`src/rtl/hc_sr04_emulator.sv`:
```
// hc_sr04_emulator: bus-mapped stand-in for an HC-SR04 ultrasonic sensor (trigger in, echo out).
// Define HC_SR04_EMU_NOISE_EN to add 0..7 ticks of LFSR jitter to each echo width.
module hc_sr04_emulator #(
    parameter int TRIG_MIN_CYC = 500,
    parameter int BURST_CYC    = 10000,
    parameter int TICK_DIV     = 1,
    parameter int TIMEOUT_CYC  = 1900000,
    parameter int HOLDOFF_CYC  = 500000
) (
    input  logic        clk,
    input  logic        rst,
    input  logic [31:0] d_in,
    input  logic        cs,
    input  logic [4:0]  addr,
    input  logic        rd,
    input  logic        wr,
    output logic [31:0] d_out,
    input  logic        trigger,
    output logic        echo
);

    localparam logic [4:0]  ADDR_WIDTH     = 5'h00;
    localparam logic [4:0]  ADDR_CONTROL   = 5'h04;
    localparam logic [4:0]  ADDR_STATUS    = 5'h08;
    localparam logic [4:0]  ADDR_LAST_TRIG = 5'h0C;

    localparam logic [31:0] TRIG_MIN     = 32'(TRIG_MIN_CYC);
    localparam logic [31:0] BURST_LAST   = 32'(BURST_CYC - 1);
    localparam logic [31:0] HOLDOFF_LAST = 32'(HOLDOFF_CYC - 1);
    localparam logic [31:0] TIMEOUT      = 32'(TIMEOUT_CYC);
    localparam logic [31:0] TICK         = 32'(TICK_DIV);

    typedef enum logic [2:0] {
        IDLE    = 3'd0,
        TRIG_HI = 3'd1,
        BURST   = 3'd2,
        ECHO    = 3'd3,
        HOLDOFF = 3'd4
    } state_t;

    state_t      state, state_next;
    logic        trig_meta, trig_s;
    logic [15:0] width_reg;
    logic        enable, no_echo;
    logic [31:0] cnt, cnt_next;
    logic        echo_next;
    logic [31:0] last_trig, last_trig_next;
    logic [7:0]  reject_cnt, reject_next;
    logic [15:0] meas_cnt, meas_next;
    logic [15:0] width_latched, width_latched_next;
    logic [31:0] echo_len, echo_len_next;
    logic [31:0] echo_len_calc;
    logic [31:0] ticks;
    logic [31:0] scaled;
    logic        accept;
    logic        unused_bus;

    assign unused_bus = ^d_in[31:16];

    always_ff @(posedge clk) begin
        if (rst) begin
            trig_meta <= 1'b0;
            trig_s    <= 1'b0;
        end else begin
            trig_meta <= trigger;
            trig_s    <= trig_meta;
        end
    end

    always_ff @(posedge clk) begin
        if (rst) begin
            width_reg <= 16'h5A00;
            enable    <= 1'b1;
            no_echo   <= 1'b0;
        end else if (cs && wr) begin
            case (addr)
                ADDR_WIDTH:   width_reg <= d_in[15:0];
                ADDR_CONTROL: begin
                    enable  <= d_in[0];
                    no_echo <= d_in[1];
                end
                default: ;
            endcase
        end
    end

`ifdef HC_SR04_EMU_NOISE_EN
    logic [15:0] lfsr;
    logic [2:0]  jitter;

    // Jitter is captured alongside width_latched so the pulse length is fixed at acceptance.
    always_ff @(posedge clk) begin
        if (rst) begin
            lfsr   <= 16'hACE1;
            jitter <= 3'd0;
        end else if (accept) begin
            lfsr   <= {lfsr[14:0], lfsr[15] ^ lfsr[13] ^ lfsr[12] ^ lfsr[10]};
            jitter <= lfsr[2:0];
        end
    end

    assign ticks = {16'd0, width_latched} + {29'd0, jitter};
`else
    logic unused_accept;
    assign unused_accept = accept;
    assign ticks = {16'd0, width_latched};
`endif

    assign scaled = ticks * TICK;

    always_comb begin
        echo_len_calc = scaled;
        if (width_latched == 16'd0 || no_echo) begin
            echo_len_calc = TIMEOUT;
        end else if (scaled > TIMEOUT) begin
            echo_len_calc = TIMEOUT;
        end
    end

    always_ff @(posedge clk) begin
        if (rst) begin
            state         <= IDLE;
            cnt           <= '0;
            echo          <= 1'b0;
            last_trig     <= '0;
            reject_cnt    <= '0;
            meas_cnt      <= '0;
            width_latched <= '0;
            echo_len      <= '0;
        end else begin
            state         <= state_next;
            cnt           <= cnt_next;
            echo          <= echo_next;
            last_trig     <= last_trig_next;
            reject_cnt    <= reject_next;
            meas_cnt      <= meas_next;
            width_latched <= width_latched_next;
            echo_len      <= echo_len_next;
        end
    end

    // A single shared cycle counter times every state; it is cleared on each state change.
    always_comb begin
        state_next         = state;
        cnt_next           = cnt;
        echo_next          = echo;
        last_trig_next     = last_trig;
        reject_next        = reject_cnt;
        meas_next          = meas_cnt;
        width_latched_next = width_latched;
        echo_len_next      = echo_len;
        accept             = 1'b0;

        if (!enable) begin
            state_next = IDLE;
            cnt_next   = '0;
            echo_next  = 1'b0;
        end else begin
            unique case (state)
                IDLE: begin
                    if (trig_s) begin
                        state_next = TRIG_HI;
                        cnt_next   = 32'd1;
                    end
                end
                TRIG_HI: begin
                    if (trig_s) begin
                        if (cnt != '1) cnt_next = cnt + 32'd1;
                    end else begin
                        last_trig_next = cnt;
                        cnt_next       = '0;
                        if (cnt >= TRIG_MIN) begin
                            state_next         = BURST;
                            width_latched_next = width_reg;
                            accept             = 1'b1;
                        end else begin
                            state_next = IDLE;
                            if (reject_cnt != 8'hFF) reject_next = reject_cnt + 8'd1;
                        end
                    end
                end
                BURST: begin
                    if (cnt == BURST_LAST) begin
                        state_next    = ECHO;
                        echo_next     = 1'b1;
                        cnt_next      = '0;
                        echo_len_next = echo_len_calc;
                    end else begin
                        cnt_next = cnt + 32'd1;
                    end
                end
                ECHO: begin
                    if (cnt == echo_len - 32'd1) begin
                        state_next = HOLDOFF;
                        echo_next  = 1'b0;
                        cnt_next   = '0;
                        meas_next  = meas_cnt + 16'd1;
                    end else begin
                        cnt_next = cnt + 32'd1;
                    end
                end
                HOLDOFF: begin
                    if (cnt == HOLDOFF_LAST) begin
                        state_next = IDLE;
                        cnt_next   = '0;
                    end else begin
                        cnt_next = cnt + 32'd1;
                    end
                end
                default: begin
                    state_next = IDLE;
                    cnt_next   = '0;
                    echo_next  = 1'b0;
                end
            endcase
        end
    end

    always_comb begin
        d_out = '0;
        if (cs && rd) begin
            case (addr)
                ADDR_WIDTH:     d_out = {16'd0, width_reg};
                ADDR_CONTROL:   d_out = {30'd0, no_echo, enable};
                ADDR_STATUS:    d_out = {meas_cnt, reject_cnt, 5'd0, state};
                ADDR_LAST_TRIG: d_out = last_trig;
                default:        d_out = '0;
            endcase
        end
    end

endmodule

```
`config.mk`:
```
export PLATFORM = sky130hd
export DESIGN_NAME = hc_sr04_emulator
export DESIGN_NICKNAME = d
export VERILOG_FILES = /design/src/rtl/hc_sr04_emulator.sv
export SDC_FILE = /design/constraint.sdc
export NUM_CORES = 1
export LEC_CHECK = 0
export BUFFER_PORTS_ARGS = -buffer_cell sky130_fd_sc_hd__buf_2
export CAP_MARGIN = 30
export CORE_MARGIN = 2
export CORE_UTILIZATION = 55
export CTS_BUF_LIST = sky130_fd_sc_hd__clkbuf_4 sky130_fd_sc_hd__clkbuf_8
export CTS_CLUSTER_SIZE = 14
export DETAILED_ROUTE_END_ITERATION = 6
export GPL_ROUTABILITY_DRIVEN = 0
export PLACE_DENSITY = 0.72
export SLEW_MARGIN = 15
export SYNTH_ARGS = -nofsm -noshare
export SYNTH_HDL_FRONTEND = slang
export SYNTH_SLANG_ARGS = --single-unit
```
`constraint.sdc`:
```
create_clock -name clk -period 8 [get_ports clk]
set_clock_uncertainty 0.1 [all_clocks]
set_input_delay 1.6 -clock clk [delete_from_list [all_inputs] [get_ports clk]]
set_output_delay 1.6 -clock clk [all_outputs]
set_load 0.02 [all_outputs]
```
### Word level (Yosys, flattened, before mapping)

Cells that the tools add are included.
Widths: inputs -> output; s select.

| operators by class | value |
|---|---|
| $add $sub $neg | 4 |
| order comparisons | 2 |
| equality and inequality tests | 18 |
| multiplexer cells | 21 |
| bitwise logic cells | 4 |
| reductions and logical operators | 18 |

Operators with widths:

| kind | count |
|---|---|
| $mux 32 | 7 |
| $pmux 32 s5 | 1 |
| $pmux 32 s4 | 1 |
| $mux 21 | 2 |
| $add 32x1->32 const B | 1 |
| $eq 32x14->1 const B | 1 |
| $eq 32x19->1 const B | 1 |
| $eq 32x32->1 | 1 |
| $ge 32x9->1 const B | 1 |
| $ne 32x32->1 const B | 1 |
| $sub 32x1->32 const B | 1 |
| $gt 16x21->1 const B | 1 |
| $add 16x1->16 const B | 1 |
| $logic_not 16->1 | 1 |
| $mux 3 | 5 |
| $pmux 3 s5 | 1 |
| $reduce_and 3->1 | 4 |
| $eq 5x4->1 const B | 2 |
| $ne 2x2->1 const B | 5 |
| $reduce_and 5->1 | 2 |
| $add 8x1->8 const B | 1 |
| $ne 8x8->1 const B | 1 |
| $eq 3x2->1 const B | 2 |
| $reduce_and 2->1 | 3 |
| 15 further kinds | 20 |

| storage, ports and cells | value |
|---|---|
| bits in registers | 160 |
| input bits | 43 |
| output and inout port bits | 33 |
| logic and storage cells | 80 |

### Logic depth before layout (Yosys ltp)

Gate-level depths: netlist (run 1).

| depth | value |
|---|---|
| depth in word-level cells | 4 |
| gate-level depth with buffers | 14 |
| depth with buffers taken out | 11 |

### Worst setup path after synthesis (run 1)

Ideal clock, no wire load.

| path | value |
|---|---|
| path kind | input port to output port |
| from | in addr[1] |
| to | out d_out[21] |
| data arrival time | 3.450 ns |
| required time | 6.300 ns |
| setup slack | 2.850 ns |
| stages on the path | 6 |
| buffers on the path | 2 |
| cells stage by stage | or3_1 > clkbuf_1 > nor3b_1 > clkbuf_1 > a22oi_1 > nor2_1 |

| between the ends | value |
|---|---|
| cells in the longest elaborated chain, start to end | 3 |
| elaborated cells between the ends (all ways) | 6 |
| those cells by class | eq/ne: 3; mux: 2; reduce/logical: 1 |

Ends and longest elaborated chain:

| item | RTL line | source |
|---|---|---|
| start: declaration | 14 | `input logic [4:0] addr,` |
| $eq 5x4->1, or another cell as far along | 222 | `case (addr)` |
| $pmux 32 s4 (*) | 222 |  |
| $mux 32 (*) | 221 | `if (cs && rd) begin` |
| end: declaration | 17 | `output logic [31:0] d_out,` |

Every way passes the cells marked *; elsewhere a longest branch is shown, timed or not.

### Worst setup path in the final report (run 1)

| path | value |
|---|---|
| from | in addr[3] |
| to | out d_out[1] |

Same word-level chain as after synthesis.

==> results of run 1 <==
## worst max-delay path: stages
cell      delay, ps
buf_2           320
and2_1          430
and2_0          370
buf_4           310
a221oi_1        140
nor2_1          140
buf_2           180
## power breakdown
group | internal, mW | total, mW | switching, mW
clock | 0.315 | 0.604 | 0.289
combinational | 0.0141 | 0.0466 | 0.0325
sequential | 0.723 | 0.725 | 0.00258
## logic make-up after synthesis
family	count (synthesis)	share of synthesized area (%)
AO/OA/AOI/OAI	181	14.6
AND/OR/NAND/NOR	513	32.2
flip-flops	145	37.8
multiplexers	36	4.77
XOR/XNOR	44	5.02
buffers and inverters	93	4.79
adder cells (fa/ha/maj)	5	0.815
## layout by cell type (no fill, tap or decap), drive strengths merged, types with 4 or more instances in the layout
cell type / Yosys / layout
nand2: 155 / 155
dfxtp: 145 / 145
nor2: 141 / 141
a21oi: 76 / 76
buf: 5 / 69
nand3: 45 / 45
nor3: 34 / 34
mux2i: 31 / 31
a22oi: 27 / 27
nand4: 27 / 27
xor2: 25 / 25
nor4: 24 / 24
a31oi: 20 / 20
o21ai: 20 / 20
xnor2: 19 / 19
clkbuf: 74 / 18
inv: 14 / 16
and2: 13 / 13
and3: 12 / 12
nor2b: 12 / 12
nand3b: 10 / 10
nand2b: 8 / 8
or3: 7 / 7
clkinv: 0 / 6
mux2: 5 / 5
ha: 5 / 5
or4: 5 / 5
or2: 4 / 4
and4: 4 / 4
o22ai: 4 / 4
o211ai: 4 / 4
## worst paths after layout
path	startpoint	to
max	addr[3]	d_out[1]
min	last_trig[17]	last_trig[17]
max reg2reg	echo_len[0]	cnt[18]
min reg2reg	last_trig[17]	last_trig[17]
## through the flow
stage	total power, mW	setup slack [ps]
CTS	1.39	2820
floorplan	0.772	2850
detailed placement	0.788	2820
finish	1.38	2780
global route	1.42	2670
global placement	0.786	2800
## final cells by class
class	instances	area [um2]	area share, %
clock inverters	13	160	1.90
multi-input cells	779	4420	52.6
well taps	180	225	2.68
flip-flops and latches	145	2900	34.5
repair buffers	69	400	4.76
inverters	14	52.6	0.625
clock buffers	18	248	2.95
## metal layers
metal | vias to the layer above | track usage, %
li1 | 3595 | -
met1 | 3392 | 37.3
met2 | 236 | 45.7
met3 | 54 | 5.95
met4 | 0 | 12.4
met5 | - | 0
==> impl_metrics.csv, run 1 <==
group,metric,value,unit
run_status,status,"finished clean",
floorplan,coreArea,13800,um2
floorplan,die_w,122,um
logic_synthesis,syn_avg_cell_area,7.55,um2
final_layout,fill_cells,1294,
timing,clock.fmax,192,MHz
final_layout,final_cells,1218,
global_route,grt_max_degree,84,
logic_synthesis,synth_most_common_cell,"nand2_1",
clock_tree,cts_tree,"yes",
clock_tree,clk_latency,460,ps
clock_tree,cts_root_buf,"clkbuf_8",
timing,fin_setup_tns,0,ps
logic_synthesis,synth_area,7680,um2
floorplan,die-area,14900,um2
final_layout,synthToLayoutAreaGrowth,9.53,%
timing,finalSetupViolCount,0,
timing,tightest_slew,888,ps
detailed_routing,wl,20400,um
critical_path,cp_max_fo,18,
final_layout,fin_area,8410,um2
logic_synthesis,ys_warn_count,0,
placed_design,dp_hpwl,14800,um
placed_design,place_inst,1187,
clock_tree,cts_made_buffers,17,
placed_design,io_buffer_count,59,
global_route,antenna_found_initial,0,
logic_synthesis,synthTopCellsByArea,"dfxtp_1 38%, nand2_1 7.6%, nor2_1 6.9%",
detailed_routing,wl_met3,1180,um
global_route,overflow,0,
global_route,first_global_vias,6548,
detailed_routing,vias_per_cell,5.97,
critical_path,start_kind,"input port",
job,cap_violations,0,
clock_tree,cts_hold_buf,0,
final_layout,n_antenna_cell,0,
critical_path,cp-end-kind,"output port",
global_route,grtUsageTotal,28.6,%
logic_synthesis,postSynthRegisterBits,145,
floorplan,initial_core_util,55.8,%
logic_synthesis,synth_commonest_cells,"155 x nand2_1, 145 x dfxtp_1, 141 x nor2_1",
critical_path,cp_data_arrival_time,3520,ps
floorplan,die_h,122,um
logic_synthesis,yosysTopAreaCell,"dfxtp_1",
floorplan,ios,76,
critical_path,crit_type,"in -> out",
hold_path,hold_depth,2,
detailed_routing,drt_first_pass_iters,5,
detailed_routing,first_iter_violations,574,
logic_synthesis,synth_cell_types,60,
critical_path,ff2ff_setup_slack,3900,ps
detailed_routing,wire_per_inst,16.8,um
critical_path,reg2regPathDepth,11,
detailed_routing,drt-met1-wl,8980,um
timing,hold_viol,0,
timing,rsz0062_at_grt,"false",
placed_design,place_area,8000,um2
detailed_routing,vias,7277,
detailed_routing,dr_wl_met2,9600,um
detailed_routing,ant_nets,0,
logic_synthesis,yosysTopAreaCellShare,37.8,%
floorplan,rows,43,
timing,fin_crit,5220,ps
timing,relSlewSlack,40.4,%
logic_synthesis,syn_nets,1065,
clock_tree,cts.sink_count,145,
logic_synthesis,synthCells,1017,
final_layout,fin_nets,1074,
timing,fin_crit_sh,65.3,%
timing,hold_ws,354,ps
logic_synthesis,synth_ff_type,"dfxtp_1",
clock_tree,h-tree-depth,4,
logic_synthesis,async_flop_share,0,%
detailed_routing,drc_errors,0,
pwr,p_leak,3.02,nW
final_layout,finish.utilization,61.1,%
detailed_routing,topRoutingLayerUsed,"met4",
final_layout,drive_gt1_share,11.6,%
global_route,grt_pass1_wl,33600,um
clock_tree,clockBufferDepth,2,
clock_tree,post_cts_buffers,0,
critical_path,cp_data_required_time,6300,ps
logic_synthesis,ys_seq_area_share,37.8,%
timing,final_max_slew_viol_count,0,
hold_path,hold_class,"reg -> reg",
clock_tree,clk_pin_slew,80,ps
final_layout,top_regs,"cnt: 32 flops, last_trig: 32 flops, echo_len: 17 flops",
clock_tree,cts_resized,0,
pwr,ir_drop,0.149,mV
pwr,power.density,164,nW/um2
logic_synthesis,synth-edff-count,0,
(Power assumes the default switching activity.)
==> run 2, diff against run 1 <==
Settings changed: PLACE_DENSITY 0.72 to 0.75.
Clock period 8 ns to 4.6 ns, I/O delays scaled along.
==> run 2 against run 1 <==
First-iteration DRC count increased by 12%. Non-clock buffer count increased by 7. Total power increased by 72%. Sequential power increased by 74%. Critical path type is now reg -> reg. Largest cell class unchanged. Highest routed layer unchanged.
==> impl_metrics.csv, run 2 (synthesized netlist as in run 1, its figures left out) <==
group,metric,value,unit
run_status,status,"finished clean",
job,cap_violations,0,
timing,hold_viol,0,
clock_tree,cts.sink_count,145,
critical_path,path_cells,"inv_1, ha_1, nor4b_1, nand2_1, nor4_1, o22ai_1, or4_1, o21bai_1, nand2_1, nand3_1, o311ai_0",
critical_path,ff2ff_setup_slack,630,ps
clock_tree,cts_made_buffers,17,
pwr,power.density,280,nW/um2
global_route,grt_max_degree,100,
critical_path,cp_common_cell,"nand2_1",
pwr,pwr-share-seq,53.3,%
timing,clock.fmax,252,MHz
clock_tree,cts_root_buf,"clkbuf_8",
global_route,antenna_found_initial,0,
timing,tightest_slew,806,ps
critical_path,crit_path_max_incr_delay,590,ps
global_route,first_global_vias,6489,
critical_path,critPathLaunch,"echo_len[0]",
final_layout,layout_commonest_cell,"nand2_1",
global_route,grtUsageTotal,27.9,%
clock_tree,post_cts_buffers,0,
global_route,overflow,0,
hold_path,hold_end,"last_trig[28]",
clock_tree,h-tree-depth,4,
timing,rsz0062_at_grt,"false",
final_layout,final_cells,1226,
critical_path,r2r_start,"echo_len[0]",
clock_tree,cts_resized,0,
floorplan,die_h,122,um
placed_design,dp_hpwl,14900,um
critical_path,crit_type,"reg -> reg",
pwr,combPwrFrac,3.6,%
final_layout,synthToLayoutAreaGrowth,10.1,%
detailed_routing,vias_per_cell,5.98,
detailed_routing,drt_first_pass_iters,5,
detailed_routing,ant_nets,0,
clock_tree,clockBufferDepth,2,
placed_design,io_buffer_count,59,
floorplan,coreArea,13800,um2
detailed_routing,drc_errors,0,
floorplan,die_w,122,um
detailed_routing,vias,7334,
pwr,swShare,24.1,%
pwr,p_leak,3.06,nW
timing,finalSetupViolCount,0,
timing,fin_crit,3970,ps
final_layout,top_regs,"cnt: 32 flops, last_trig: 32 flops, echo_len: 17 flops",
timing,final_max_slew_viol_count,0,
global_route,grt_pass1_wl,32800,um
pwr,power_frac_clock,43.1,%
clock_tree,clk_latency,460,ps
critical_path,start_kind,"flop",
critical_path,slowest_stage,"or4_1",
pwr,p_total,2.36,mW
critical_path,cp-end-kind,"flop",
pwr,intPower,1.80,mW
placed_design,place_inst,1193,
timing,fin_crit_sh,86.4,%
critical_path,reg2reg_to,"cnt[18]",
final_layout,final_cell_mix,"155 x nand2_1, 145 x dfxtp_1, 141 x nor2_1",
detailed_routing,wire_per_inst,16.7,um
clock_tree,cts_tree,"yes",
pwr,ir_drop,0.332,mV
floorplan,rows,43,
final_layout,drive_gt1_share,12.2,%
timing,relSlewSlack,46.3,%
critical_path,cp_max_fo,14,
critical_path,cp_data_arrival_time,4190,ps
final_layout,fin_nets,1081,
timing,timing.final.ws_setup,628,ps
floorplan,ios,76,
floorplan,die-area,14900,um2
hold_path,hold_depth,2,
critical_path,cp_data_required_time,4820,ps
clock_tree,clk_pin_slew,80,ps
hold_path,min_from,"last_trig[28]",
timing,fin_setup_tns,0,ps
placed_design,pre_cts_slack,684,ps
floorplan,initial_core_util,55.8,%
pwr,p_sw,0.569,mW
critical_path,reg2regPathDepth,11,
detailed_routing,wl,20500,um
hold_path,hold_class,"reg -> reg",
final_layout,n_antenna_cell,0,
clock_tree,cts_hold_buf,0,
detailed_routing,first_iter_violations,645,
-- run 2: changes by cell type in the layout (fill, tap and decap cells not counted), sizes merged --
cell,before,now
buf,69,76
clkinvlp,2,1
clkbuf,18,20
clkinv,6,7
bufinv,3,2
-- run 2: layout make-up --
class / count / area [um2]
tap: 180 / 225
timing repair buffer: 76 / 453
sequential: 145 / 2900
clock inverter: 12 / 134
multi-input combinational: 779 / 4420
fill: 1284 / 5320
inverter: 14 / 52.6
clock buffer: 20 / 263
-- run 2: how the worst max path moves through the flow --
stage / end / slack (ps) / cells after the start
after CTS: cnt[18] / 660 / 11
after detailed placement: cnt[18] / 680 / 11
after floorplan: d_out[21] / 810 / 6
after global routing: cnt[18] / 330 / 11
final: cnt[18] / 630 / 11
after global placement: cnt[18] / 800 / 11
-- run 2: power groups by stage --
stage	sequential, mW	clock [mW]	combinational [mW]
after CTS	1.26	1.03	0.0803
final	1.26	1.02	0.0842
after floorplan	1.29	0	0.0534
after detailed placement	1.29	0	0.0801
after global routing	1.26	1.07	0.0914
after global placement	1.29	0	0.0788
-- run 2: stage by stage --
stage                     utilization, %  hold WS (ps)  area (um2)
after detailed placement            58.3           342        8030
after floorplan                        -           314        7680
final                               61.4           362        8450
after global routing                61.4           371        8450
after global placement              58.2           319        8010
after CTS                           61.2           361        8420
-- run 2: worst max-delay path: cells and delay by family (launching register included) --
family	cells	cell delay, ps
compound gates	3	550
fa+ha+maj	1	320
buf+inv	1	90
flops	1	390
simple gates	6	2390
-- run 2: layer usage --
metal / GRT usage (%) / wire, um
met5: 0 / 0
met4: 13.5 / 792
met3: 4.68 / 1190
met2: 43.9 / 9360
met1: 37.2 / 9110
